File: src/rtl/sel_box_render.sv
// sel_box_render: draws a square cell outline on a pixel grid, one pixel per
// cycle. Before drawing it can erase the box drawn last time, using the
// background colour.
module sel_box_render #(
    parameter int BOX_SIZE = 26,
    parameter int GRID_N   = 8,
    parameter int IDX_W    = 3,
    parameter int COLOUR_W = 3
) (
    input  logic                clk,
    input  logic                reset,
    input  logic                start,
    input  logic [8:0]          base_x,
    input  logic [7:0]          base_y,
    input  logic [IDX_W-1:0]    box_x,
    input  logic [IDX_W-1:0]    box_y,
    input  logic                mode,
    input  logic [COLOUR_W-1:0] draw_colour,
    input  logic [COLOUR_W-1:0] bg_colour,
    output logic [8:0]          x,
    output logic [7:0]          y,
    output logic [COLOUR_W-1:0] colour,
    output logic                writeEn,
    output logic                busy,
    output logic                done
);

    typedef enum logic [1:0] {IDLE, ERASE, DRAW, DONE} state_t;

    localparam logic [5:0] K_LAST = 6'(BOX_SIZE - 2);
    localparam logic [8:0] SX     = 9'(BOX_SIZE - 1);
    localparam logic [7:0] SY     = 8'(BOX_SIZE - 1);

    state_t              state, state_n;
    logic [1:0]          e, e_n;
    logic [5:0]          k, k_n;
    logic [8:0]          new_ox, prev_ox, pix_ox, nx;
    logic [7:0]          new_oy, prev_oy, pix_oy, ny;
    logic [COLOUR_W-1:0] drw_col, bg_col, pix_col;
    logic [IDX_W-1:0]    cx, cy;
    logic                prev_valid, we_n, last;

    // Perimeter walk: edge e, step k, relative to origin.
    function automatic logic [8:0] pix_x(input logic [8:0] ox, input logic [1:0] ed,
                                         input logic [5:0] st);
        case (ed)
            2'd0:    return ox + 9'(st);
            2'd1:    return ox + SX;
            2'd2:    return ox + SX - 9'(st);
            default: return ox;
        endcase
    endfunction

    function automatic logic [7:0] pix_y(input logic [7:0] oy, input logic [1:0] ed,
                                         input logic [5:0] st);
        case (ed)
            2'd0:    return oy;
            2'd1:    return oy + 8'(st);
            2'd2:    return oy + SY;
            default: return oy + SY - 8'(st);
        endcase
    endfunction

    // Clamp the requested cell and turn it into a pixel origin (wraps on overflow).
    always_comb begin
        cx = (int'(box_x) >= GRID_N) ? IDX_W'(GRID_N - 1) : box_x;
        cy = (int'(box_y) >= GRID_N) ? IDX_W'(GRID_N - 1) : box_y;
        nx = 9'(int'(base_x) + int'(cx) * BOX_SIZE);
        ny = 8'(int'(base_y) + int'(cy) * BOX_SIZE);
    end

    // Next state, next walk position and the pixel to present next cycle.
    always_comb begin
        state_n = state;
        e_n     = e;
        k_n     = k;
        we_n    = 1'b0;
        pix_ox  = new_ox;
        pix_oy  = new_oy;
        pix_col = drw_col;
        last    = (e == 2'd3) && (k == K_LAST);
        case (state)
            IDLE: begin
                if (start) begin
                    e_n  = 2'd0;
                    k_n  = 6'd0;
                    we_n = 1'b1;
                    if (!mode && prev_valid) begin
                        state_n = ERASE;
                        pix_ox  = prev_ox;
                        pix_oy  = prev_oy;
                        pix_col = bg_colour;
                    end else begin
                        state_n = DRAW;
                        pix_ox  = nx;
                        pix_oy  = ny;
                        pix_col = draw_colour;
                    end
                end
            end
            ERASE: begin
                we_n    = 1'b1;
                pix_ox  = prev_ox;
                pix_oy  = prev_oy;
                pix_col = bg_col;
                if (last) begin
                    // Hand over straight to the draw pass, no gap cycle.
                    state_n = DRAW;
                    e_n     = 2'd0;
                    k_n     = 6'd0;
                    pix_ox  = new_ox;
                    pix_oy  = new_oy;
                    pix_col = drw_col;
                end else if (k == K_LAST) begin
                    e_n = e + 2'd1;
                    k_n = 6'd0;
                end else begin
                    k_n = k + 6'd1;
                end
            end
            DRAW: begin
                if (last) begin
                    state_n = DONE;
                    e_n     = 2'd0;
                    k_n     = 6'd0;
                end else begin
                    we_n = 1'b1;
                    if (k == K_LAST) begin
                        e_n = e + 2'd1;
                        k_n = 6'd0;
                    end else begin
                        k_n = k + 6'd1;
                    end
                end
            end
            default: begin
                state_n = IDLE;
            end
        endcase
    end

    // State, walk counters, latched request and registered pixel outputs.
    always_ff @(posedge clk or posedge reset) begin
        if (reset) begin
            state      <= IDLE;
            e          <= 2'd0;
            k          <= 6'd0;
            new_ox     <= 9'd0;
            new_oy     <= 8'd0;
            prev_ox    <= 9'd0;
            prev_oy    <= 8'd0;
            prev_valid <= 1'b0;
            drw_col    <= '0;
            bg_col     <= '0;
            x          <= 9'd0;
            y          <= 8'd0;
            colour     <= '0;
            writeEn    <= 1'b0;
            busy       <= 1'b0;
            done       <= 1'b0;
        end else begin
            state   <= state_n;
            e       <= e_n;
            k       <= k_n;
            writeEn <= we_n;
            busy    <= (state_n != IDLE);
            done    <= (state_n == DONE);
            if (we_n) begin
                x      <= pix_x(pix_ox, e_n, k_n);
                y      <= pix_y(pix_oy, e_n, k_n);
                colour <= pix_col;
            end
            if (state == IDLE && start) begin
                new_ox  <= nx;
                new_oy  <= ny;
                drw_col <= draw_colour;
                bg_col  <= bg_colour;
            end
            if (state == DONE) begin
                prev_ox    <= new_ox;
                prev_oy    <= new_oy;
                prev_valid <= 1'b1;
            end
        end
    end

endmodule

File: config.mk
export PLATFORM = sky130hd
export DESIGN_NAME = sel_box_render
export DESIGN_NICKNAME = d
export VERILOG_FILES = /design/src/rtl/sel_box_render.sv
export SDC_FILE = /design/constraint.sdc
export NUM_CORES = 1
export LEC_CHECK = 0
export BUFFER_PORTS_ARGS = -buffer_cell sky130_fd_sc_hd__buf_2
export CORE_ASPECT_RATIO = 0.9
export CORE_MARGIN = 3
export CORE_UTILIZATION = 45
export DETAILED_ROUTE_END_ITERATION = 6
export PLACE_DENSITY = 0.66
export SLEW_MARGIN = 25
export SYNTH_ARGS = -nofsm -noshare
export SYNTH_HDL_FRONTEND = slang
export SYNTH_SLANG_ARGS = --single-unit
File: constraint.sdc
create_clock -name clk -period 5.4 [get_ports clk]
set_input_delay 0.81 -clock clk [delete_from_list [all_inputs] [get_ports clk]]
set_output_delay 0.81 -clock clk [all_outputs]
set_load 0.03 [all_outputs]
# ---- After elaboration in Yosys (flattened, before gate mapping)
# Index checks and enable logic that the tools add are counted.
dict set report totals {
  ff_bits 74
  in_bits 33
  output_inout_bits 23
  word_cells 74
}
dict set report classes {
  add_sub_neg 10
  n_mul 2
  n_eq_ne 8
  n_mux 30
  n_reduce_logical 8
}
# operator n
set op_table {}
lappend op_table {{$mux W9} 3}
lappend op_table {{$pmux W9 S3} 1}
lappend op_table {{$mux W8} 3}
lappend op_table {{$pmux W8 S3} 1}
lappend op_table {{$mux W6} 3}
lappend op_table {{$pmux W9 S2} 1}
lappend op_table {{$pmux W8 S2} 1}
lappend op_table {{$mul A3 B4 Y7 const B} 2}
lappend op_table {{$mux W2} 7}
lappend op_table {{$pmux W6 S2} 1}
lappend op_table {{$eq A2 B2 Y1 const B} 5}
lappend op_table {{$add A9 B5 Y9 const B} 1}
lappend op_table {{$add A9 B6 Y9} 1}
lappend op_table {{$add A9 B8 Y9} 1}
lappend op_table {{$mux W3} 3}
lappend op_table {{$sub A9 B6 Y9} 1}
lappend op_table {{$add A8 B5 Y8 const B} 1}
lappend op_table {{$add A8 B6 Y8} 1}
lappend op_table {{$add A8 B8 Y8} 1}
lappend op_table {{$sub A8 B6 Y8} 1}
lappend op_table {{$add A6 B1 Y6 const B} 1}
lappend op_table {{$eq A6 B5 Y1 const B} 1}
lappend op_table {{$pmux W2 S3} 1}
lappend op_table {{$pmux W3 S2} 1}
lappend op_table {{10 further kinds} 15}

# ---- Depth between registers and ports, before layout
# Gate-level depths: netlist (run 1).
dict set report depth {
  word_depth 8
  mapped_depth 21
  mapped_depth_nobuf 20
}

# ---- Worst setup path after synthesis (run 1)
# No wires, ideal clock.
dict set report synth_timing {
  kind {input port to flip-flop}
  from {input port box_x[0]}
  to {register x[7]}
  setup_time_ns 0.104
  arrival_time_ns 4.617
  required_ns 5.296
  path_slack_ns 0.680
  path_stages 19
  path_buffers 0
  cell_sequence {ha_1 > ha_1 > inv_1 > fa_1 > inv_1 > ha_1 > a2111oi_0 > a31oi_1 > a31oi_1 > nor2_1 > xnor2_1 > ha_1 > o21a_1 > o31a_1 > or2_2 > o2111a_1 > a221oi_2 > mux2i_1 > a221oi_1}
}
dict set report synth_between {
  elab_chain_len 8
  elab_cells_between_ends 9
  cone_classes {4 x add/sub; 1 x mul; 4 x mux}
}
# item line_no
set synth_rtl {}
lappend synth_rtl {{start, declared} 15} ;# input logic [IDX_W-1:0] box_x,
lappend synth_rtl {{$mul A3 B4 Y7 *} 68} ;# nx = 9'(int'(base_x) + int'(cx) * BOX_SIZE);
lappend synth_rtl {{$add A9 B8 Y9 *} 68}
lappend synth_rtl {{$mux W9 *} 88} ;# if (!mode && prev_valid) begin
lappend synth_rtl {{$mux W9 *} 84} ;# if (start) begin
lappend synth_rtl {{$pmux W9 S2 *} 82} ;# case (state)
lappend synth_rtl {{$add A9 B5 Y9} {48, 49}}
lappend synth_rtl {{$sub A9 B6 Y9} 49} ;# 2'd2: return ox + SX - 9'(st);
lappend synth_rtl {{$pmux W9 S3 *} 46} ;# case (ed)
lappend synth_rtl {{end signal, assigned} 169} ;# x <= pix_x(pix_ox, e_n, k_n);
lappend synth_rtl {{end, declared} 20} ;# output logic [8:0] x,
# Mark *: on every way between the ends. The rest lies on a longest branch, timed or not.
# A chain may end at the register's enable or synchronous reset.

# ---- Final worst setup path (run 1)
dict set report layout_timing {
  from {register k[0]}
  to {register x[7]}
}
dict set report layout_between {
  elab_chain_len 7
  elab_cells_between_ends 21
  cone_classes {4 x add/sub; 3 x eq/ne; 12 x mux; 2 x reduce/logical}
}
# item line_no
set layout_rtl {}
lappend layout_rtl {{start, declared} 36} ;# logic [5:0] k, k_n;
lappend layout_rtl {{start signal, assigned} 164} ;# k <= k_n;
lappend layout_rtl {{$eq A6 B5 Y1} {81, 114, 128}}
lappend layout_rtl {{$logic_and A1 B1 Y1} 81} ;# last = (e == 2'd3) && (k == K_LAST);
lappend layout_rtl {{$mux W9} 106} ;# if (last) begin
lappend layout_rtl {{$pmux W9 S2} 82}
lappend layout_rtl {{$add A9 B5 Y9} {48, 49}}
lappend layout_rtl {{$sub A9 B6 Y9} 49}
lappend layout_rtl {{$pmux W9 S3} 46}
# Parallel ways exist; a longest one is shown, timed or not.

==> results of run 1 <==
## power by group through the flow
| stage | sequential, uW | clock, uW | combinational [uW] |
|---|---|---|---|
| floorplan | 1100 | 0 | 2610 |
| global placement | 976 | 0 | 3550 |
| detailed placement | 989 | 0 | 3680 |
| CTS | 986 | 643 | 3720 |
| global route | 1020 | 672 | 4160 |
| finish | 990 | 637 | 3760 |
## flip-flops by register name (all words and copies together), names as in the netlist, 2 cells and up
register and flops:
drw_col 3, colour 3, x 9, k 6
new_oy 8, new_ox 9, prev_ox 9, y 8
bg_col 3, state 2, e 2, prev_oy 8
## cell families after synthesis
group | Yosys count | share of synthesized area (%)
adder cells (fa/ha/maj) | 66 | 13.87
XOR/XNOR | 47 | 6.447
flip-flops | 74 | 29.00
AND/OR/NAND/NOR | 244 | 17.99
multiplexers | 31 | 5.428
AO/OA/AOI/OAI | 201 | 21.46
buffers and inverters | 91 | 5.800
## per-stage QoR
step / instance area, um^2 / worst slack (ns) / utilization, % / total power (uW) / cells
2_1_floorplan: 6385 / 0.6796 / - / 3712 / 754
3_3_place_gp: 6929 / 0.3725 / 50.90 / 4526 / 987
3_5_place_dp: 6929 / 0.2243 / 50.90 / 4666 / 987
4_1_cts: 7237 / 0.5583 / 53.16 / 5350 / 1003
5_1_grt: 7237 / 0.2180 / 53.16 / 5853 / 1003
6_report: 7237 / 0.5161 / 53.16 / 5386 / 1003
## worst max-delay path by stage
stage,endpoint,slack (ns),depth (start not counted)
after floorplan,x[7]$_DFFE_PP0P_,0.68,19
after global placement,x[7]$_DFFE_PP0P_,0.37,20
after detailed placement,x[7]$_DFFE_PP0P_,0.22,20
after CTS,x[7]$_DFFE_PP0P_,0.56,18
after global routing,x[7]$_DFFE_PP0P_,0.22,18
final,x[7]$_DFFE_PP0P_,0.52,18
## area by class of cell
cell class                 instances  area (um^2)
timing repair buffer              81        470.5
clock inverter                     7        82.58
multi-input combinational        589         4168
fill                            1298         6376
inverter                          54        202.7
sequential                        74         1852
tap                              189        236.5
clock buffer                       9        225.2
## layer usage
layer  vias up  GRT usage (%)
met1      2784          31.05
li1       2763              -
met2       195          37.76
met3        40          3.716
met5         -              0
met4         0          7.087
## cells in the mapped netlist, types with 8 or more instances
cell type	number	area, um^2
a211oi_1	13	97.59
a21o_1	12	90.09
a21oi_1	34	170.2
a221oi_1	9	78.83
a31oi_1	8	50.05
clkbuf_1	26	97.59
dfrtp_1	74	1852
fa_1	8	160.2
ha_1	58	725.7
inv_1	54	202.7
mux2_2	18	202.7
mux2i_1	11	110.1
nand2_1	119	446.7
nand2b_1	9	56.30
nand3_1	13	65.06
nand3b_1	8	60.06
nor2_1	41	153.9
nor2b_1	11	68.82
nor3_1	10	50.05
o21ai_0	63	315.3
xnor2_1	38	332.8
xor2_1	9	78.83
## critical path, stage by stage, from the launching register on
cell and delay, ns:
dfrtp_1 0.43, inv_1 0.09, ha_1 0.16, and3b_1 0.36, nand2_4 0.19, mux2_2 0.31
a21oi_1 0.43, inv_1 0.23, ha_1 0.40, ha_1 0.31, nor2b_1 0.12, o21ai_0 0.22
a21oi_1 0.14, o31a_1 0.27, or2_2 0.31, o2111a_1 0.25, a221oi_2 0.19, mux2i_1 0.11
a221oi_1 0.27
==> results by group, run 1 <==
Run status
  • Status: completed

Synth
  • Synthesized netlist cell count: 754
  • Main synth FF type: dfrtp_1
  • Register area share after synthesis: 29.00%
  • Cell Area, Synth: 6385 um^2
  • Ys async rst share: 100.0%
  • Mean area per synthesized cell: 8.468 um^2
  • Syn_nets: 853
  • Number of synthesized flops with an enable pin: 0
  • Synthesis Warnings: 0
  • Library cells used by synthesis: 72
  • Yosys reg bits: 74

CTS
  • CTS tree: built
  • Cts repair resizes: 0
  • Clk root buf: clkbuf_16
  • CTS H-Tree Depth: 3
  • Setup bufs post-CTS: 0
  • Cts-stage hold buffer count: 0
  • Clock transition at path regs: 0.07 ns
  • Worst skew pair latency: 0.34 ns
  • CTS Buffer Depth: 2
  • Num CTS Buffers: 9
  • CTS sink count: 74

Pwr
  • Clock share of power: 11.8%
  • VDD IR max: 0.0003532 V
  • Internal power: 2702 uW
  • NetSw: 2684 uW
  • Comb pwr share: 69.8%
  • Pwr per Cell Area: 744.3 nW/um^2
  • Net Sw Frac: 49.83%
  • Sequential power share: 18.4%
  • Leak: 0.003423 uW

Detailed routing
  • Vias per inst: 5.765
  • Initial detailed-routing violation count: 583
  • Met2 wire length: 8277 um
  • Routed metal-1 wire length: 8049 um
  • Antenna-violating nets left: 0
  • Wire per inst: 17.70 um
  • Uppermost layer routed: met4
  • Pre-Repair DR Iteration Count: 5
  • Met3 wire len: 1015 um
  • Routed Wire Length: 17,750 um
  • # DRC: 0
  • Vias after detailed routing: 5,782

Timing
  • Slew Viols, Final: 0
  • Final hold vios: 0
  • Setup_tns: 0 ns
  • Final clock skew: 0.01255 ns
  • Relative slew slack: 36.67%
  • Final hold slack: 0.4809 ns
  • Final min period: 4.884 ns
  • Measured slew at the worst slew-check pin: 0.9499 ns
  • Fmax: 204.8 MHz
  • Final period util: 90.44%
  • Final setup vio count: 0
  • RSZ-0062 raised after global routing: no

Global route
  • GR Overflow Total: 0
  • GRT Total Usage: 22.91%
  • Initial antenna violation count: 0
  • Number of global-route vias before repair: 5,897
  • Largest net degree at the start of global routing: 39
  • Global-route wire length before repair: 29,330 um

Floorplan
  • I/O pin total: 56
  • Die H: 119.0 um
  • Die Width: 131.6 um
  • Initial Util: 46.90%
  • Die area: 15,660 um^2
  • Row cnt: 40
  • Core area: 13,610 um^2

Setup path
  • Max FO, Critical Path: 10
  • Critical Path Source: k[0]$_DFF_PP0_
  • Reg2reg path depth: 18
  • Worst R2R End: x[7]$_DFFE_PP0P_
  • Reg2Reg Launch Point: k[0]$_DFF_PP0_
  • CP arrival: 5.11 ns
  • Register-to-register setup slack: 0.52 ns
  • Type of the worst setup path: reg -> reg
  • CP Capture Type: flop
  • Worst path required time: 5.63 ns
  • Worst setup SP type: flop

Placement
  • Port bufs: 55
  • GPL Wtd Cong: 0.9678
  • Hpwl dp: 13,300 um

Worst hold path
  • Hold Path Cell Cnt: 2
  • Endpoint, Worst Hold: drw_col[1]$_DFFE_PP0P_
  • Hold path start: drw_col[1]$_DFFE_PP0P_
  • Hold Path Class: reg -> reg

Cells and area
  • Synthesis-to-layout area growth: 13.35%
  • Fin nets: 908
  • Layout cells sized above 1: 16.71%
  • Most common cell after layout, fill and taps aside: nand2_1
  • Inserted Diodes: 0
  • Commonest non-fill, non-tap cells in the layout: 119 x nand2_1, 74 x dfrtp_1, 63 x o21ai_0

Flow run
  • Maxcap violations: 0
No activity file was read; power rests on OpenSTA's default activity.
==> run 2, diff against run 1 <==
==> constraint.sdc (replaced) <==
create_clock -name clk -period 5.4 [get_ports clk]
set_input_delay 0.54 -clock clk [delete_from_list [all_inputs] [get_ports clk]]
set_output_delay 0.54 -clock clk [all_outputs]
set_load 0.03 [all_outputs]
==> run 2 against run 1 <==
Global-route usage grew 0.26 points. Cell count grew 0.50%. Clock power grew 0.9%. Sequential share of layout area shrank 0.15 points. Largest power group unchanged. Highest routed layer unchanged.
==> results by group, run 2 (synthesis gave the netlist of run 1 again) <==
Run status
  • Status: completed

Timing
  • Slew Viols, Final: 0 (unchanged)
  • Final setup vio count: 0 (unchanged)
  • Fmax: 206.7 MHz (+0.95%)
  • Setup_tns: 0 ns (unchanged)
  • Final min period: 4.838 ns (-0.04586 ns)
  • Final hold vios: 0 (unchanged)
  • Final clock skew: 0.008796 ns (-0.003754 ns)
  • Measured slew at the worst slew-check pin: 1.015 ns (+0.06500 ns)
  • RSZ-0062 raised after global routing: no
  • Final period util: 89.59% (-0.85 points)
  • Relative slew slack: 32.34% (-4.3 points)

CTS
  • Worst skew pair latency: 0.35 ns (about the same)
  • Clock transition at path regs: 0.07 ns (about the same)
  • Cts repair resizes: 0 (unchanged)
  • CTS tree: built
  • Num CTS Buffers: 9 (unchanged)
  • CTS Buffer Depth: 2 (unchanged)
  • Setup bufs post-CTS: 0 (unchanged)
  • Clk root buf: clkbuf_16
  • CTS sink count: 74 (unchanged)
  • CTS H-Tree Depth: 3 (unchanged)
  • Cts-stage hold buffer count: 0 (unchanged)

Cells and area
  • Layout cells sized above 1: 17.22% (+0.51 points)
  • Synthesis-to-layout area growth: 14.01%
  • Commonest non-fill, non-tap cells in the layout: 119 x nand2_1, 74 x dfrtp_1, 63 x o21ai_0
  • Inserted Diodes: 0 (unchanged)
  • Largest regs: new_ox (9), prev_ox (9), x (9)
  • Most common cell after layout, fill and taps aside: nand2_1
  • # fillers: 1,297 (-0.077%)
  • Design area: 7279 um^2 (+0.59%)
  • Fin nets: 913 (+0.55%)

Detailed routing
  • # DRC: 0 (unchanged)
  • Wire per inst: 17.57 um (-0.75%)
  • Pre-Repair DR Iteration Count: 5 (unchanged)
  • Initial detailed-routing violation count: 393 (-33%)
  • Vias per inst: 5.751 (-0.24%)
  • Routed Wire Length: 17,710 um (-0.26%)
  • Vias after detailed routing: 5,797 (+0.26%)
  • Antenna-violating nets left: 0 (unchanged)

Global route
  • GR Overflow Total: 0 (unchanged)
  • Largest net degree at the start of global routing: 75 (+92%)
  • Number of global-route vias before repair: 5,965 (+1.2%)
  • Initial antenna violation count: 0 (unchanged)
  • GRT Total Usage: 23.18% (+0.26 points)
  • Global-route wire length before repair: 29,570 um (+0.83%)

Placement
  • Port bufs: 55 (unchanged)
  • GPL Wtd Cong: 0.9172 (-5.2%)
  • Hpwl dp: 13,450 um (+1.1%)
  • Post-DP Area: 6967 um^2 (+0.54%)

Pwr
  • VDD IR max: 0.0003710 V (+5.1%)
  • Pwr per Cell Area: 738.8 nW/um^2 (-0.74%)
  • Leak: 0.003454 uW (+0.92%)

Floorplan
  • Initial Util: 46.90% (unchanged)
  • Core area: 13,610 um^2 (unchanged)
  • Die Width: 131.6 um (unchanged)
  • Die H: 119.0 um (unchanged)
  • Row cnt: 40 (unchanged)
  • Die area: 15,660 um^2 (unchanged)
  • I/O pin total: 56 (unchanged)

Setup path
  • Max FO, Critical Path: 9 (-1)
  • Slowest cell on crit path: a222oi_1
  • Crit-path leading delay family: compound AO/OA/AOI/OAI gates
  • Worst setup SP type: flop
  • Worst path required time: 5.63 ns (about the same)
  • Worst path bufs/invs: 4 (+2)
  • Type of the worst setup path: reg -> reg
  • Crit path largest cell delay: 0.90 ns (+0.47 ns)
  • CP arrival: 5.07 ns (-0.04 ns)
  • Critical path cell sequence: inv_1, ha_1, buf_4, mux2i_1, a31o_1, buf_4, a222oi_1, inv_1, ha_1, nor2b_1, o21a_1, o21ai_0, a2111oi_1, mux2_2, mux2i_1, nor3_1
  • CP Capture Type: flop

Worst hold path
  • Hold Path Class: in -> async

Flow run
  • Maxcap violations: 0 (unchanged)
==> run 2: report_power, final <==
part | total (uW) | internal (uW) | leakage [uW] | switching, uW
clock network | 643 | 367 | 0.000149 | 276
registers | 988 | 810 | 0.000928 | 178
logic | 3750 | 1540 | 0.00238 | 2210
total | 5380 | 2710 | 0.00345 | 2670
==> run 2: worst paths after layout <==
check / startpoint / endpoint / slack [ns] / depth (start not counted)
max: state[0]$_DFF_PP0_ / y[7]$_DFFE_PP0P_ / 0.56 / 16
min: reset / y[2]$_DFFE_PP0P_ / 0.36 / 3
max in group asynchronous: reset / busy$_DFF_PP0_ / 4.54 / 3
min in group clk: draw_colour[2] / drw_col[2]$_DFFE_PP0P_ / 0.39 / 3
min reg2reg: y[3]$_DFFE_PP0P_ / y[3]$_DFFE_PP0P_ / 0.48 / 2
max reg2reg: state[0]$_DFF_PP0_ / y[7]$_DFFE_PP0P_ / 0.56 / 16
==> run 2: per-layer routing <==
layer	vias up	GRT usage [%]	part of all wire, %
met2	146	38.02	47
met4	0	6.693	1.5
met3	24	4.265	5.4
met1	2849	31.44	46
met5	-	0	0
li1	2778	-	-
==> run 2: tightest hold or removal path: stages <==
cell and delay, ns:
buf_2 0.10, inv_2 0.04, buf_6 0.52
==> run 2: per-stage QoR <==
stage / instances / worst slack [ns] / total power [uW] / hold WS (ns) / util [%]
after CTS: 1008 / 0.5803 / 5366 / 0.3836 / 53.45
after detailed placement: 992 / 0.4095 / 4684 / 0.4667 / 51.18
after global placement: 992 / 0.5204 / 4548 / 0.4566 / 51.18
after floorplan: 754 / 0.9496 / 3712 / 0.4457 / -
final: 1008 / 0.5619 / 5378 / 0.3551 / 53.47
after global routing: 1008 / 0.2152 / 5856 / 0.4015 / 53.47
==> run 2: layout make-up <==
type	count	area, um^2	area share [%]
clock buffers	9	225.2	3.094
inverters	54	202.7	2.784
clock inverters	7	83.83	1.152
flip-flops and latches	74	1852	25.44
well taps	189	236.5	3.249
repair buffers	86	511.7	7.030
multi-input cells	589	4168	57.25
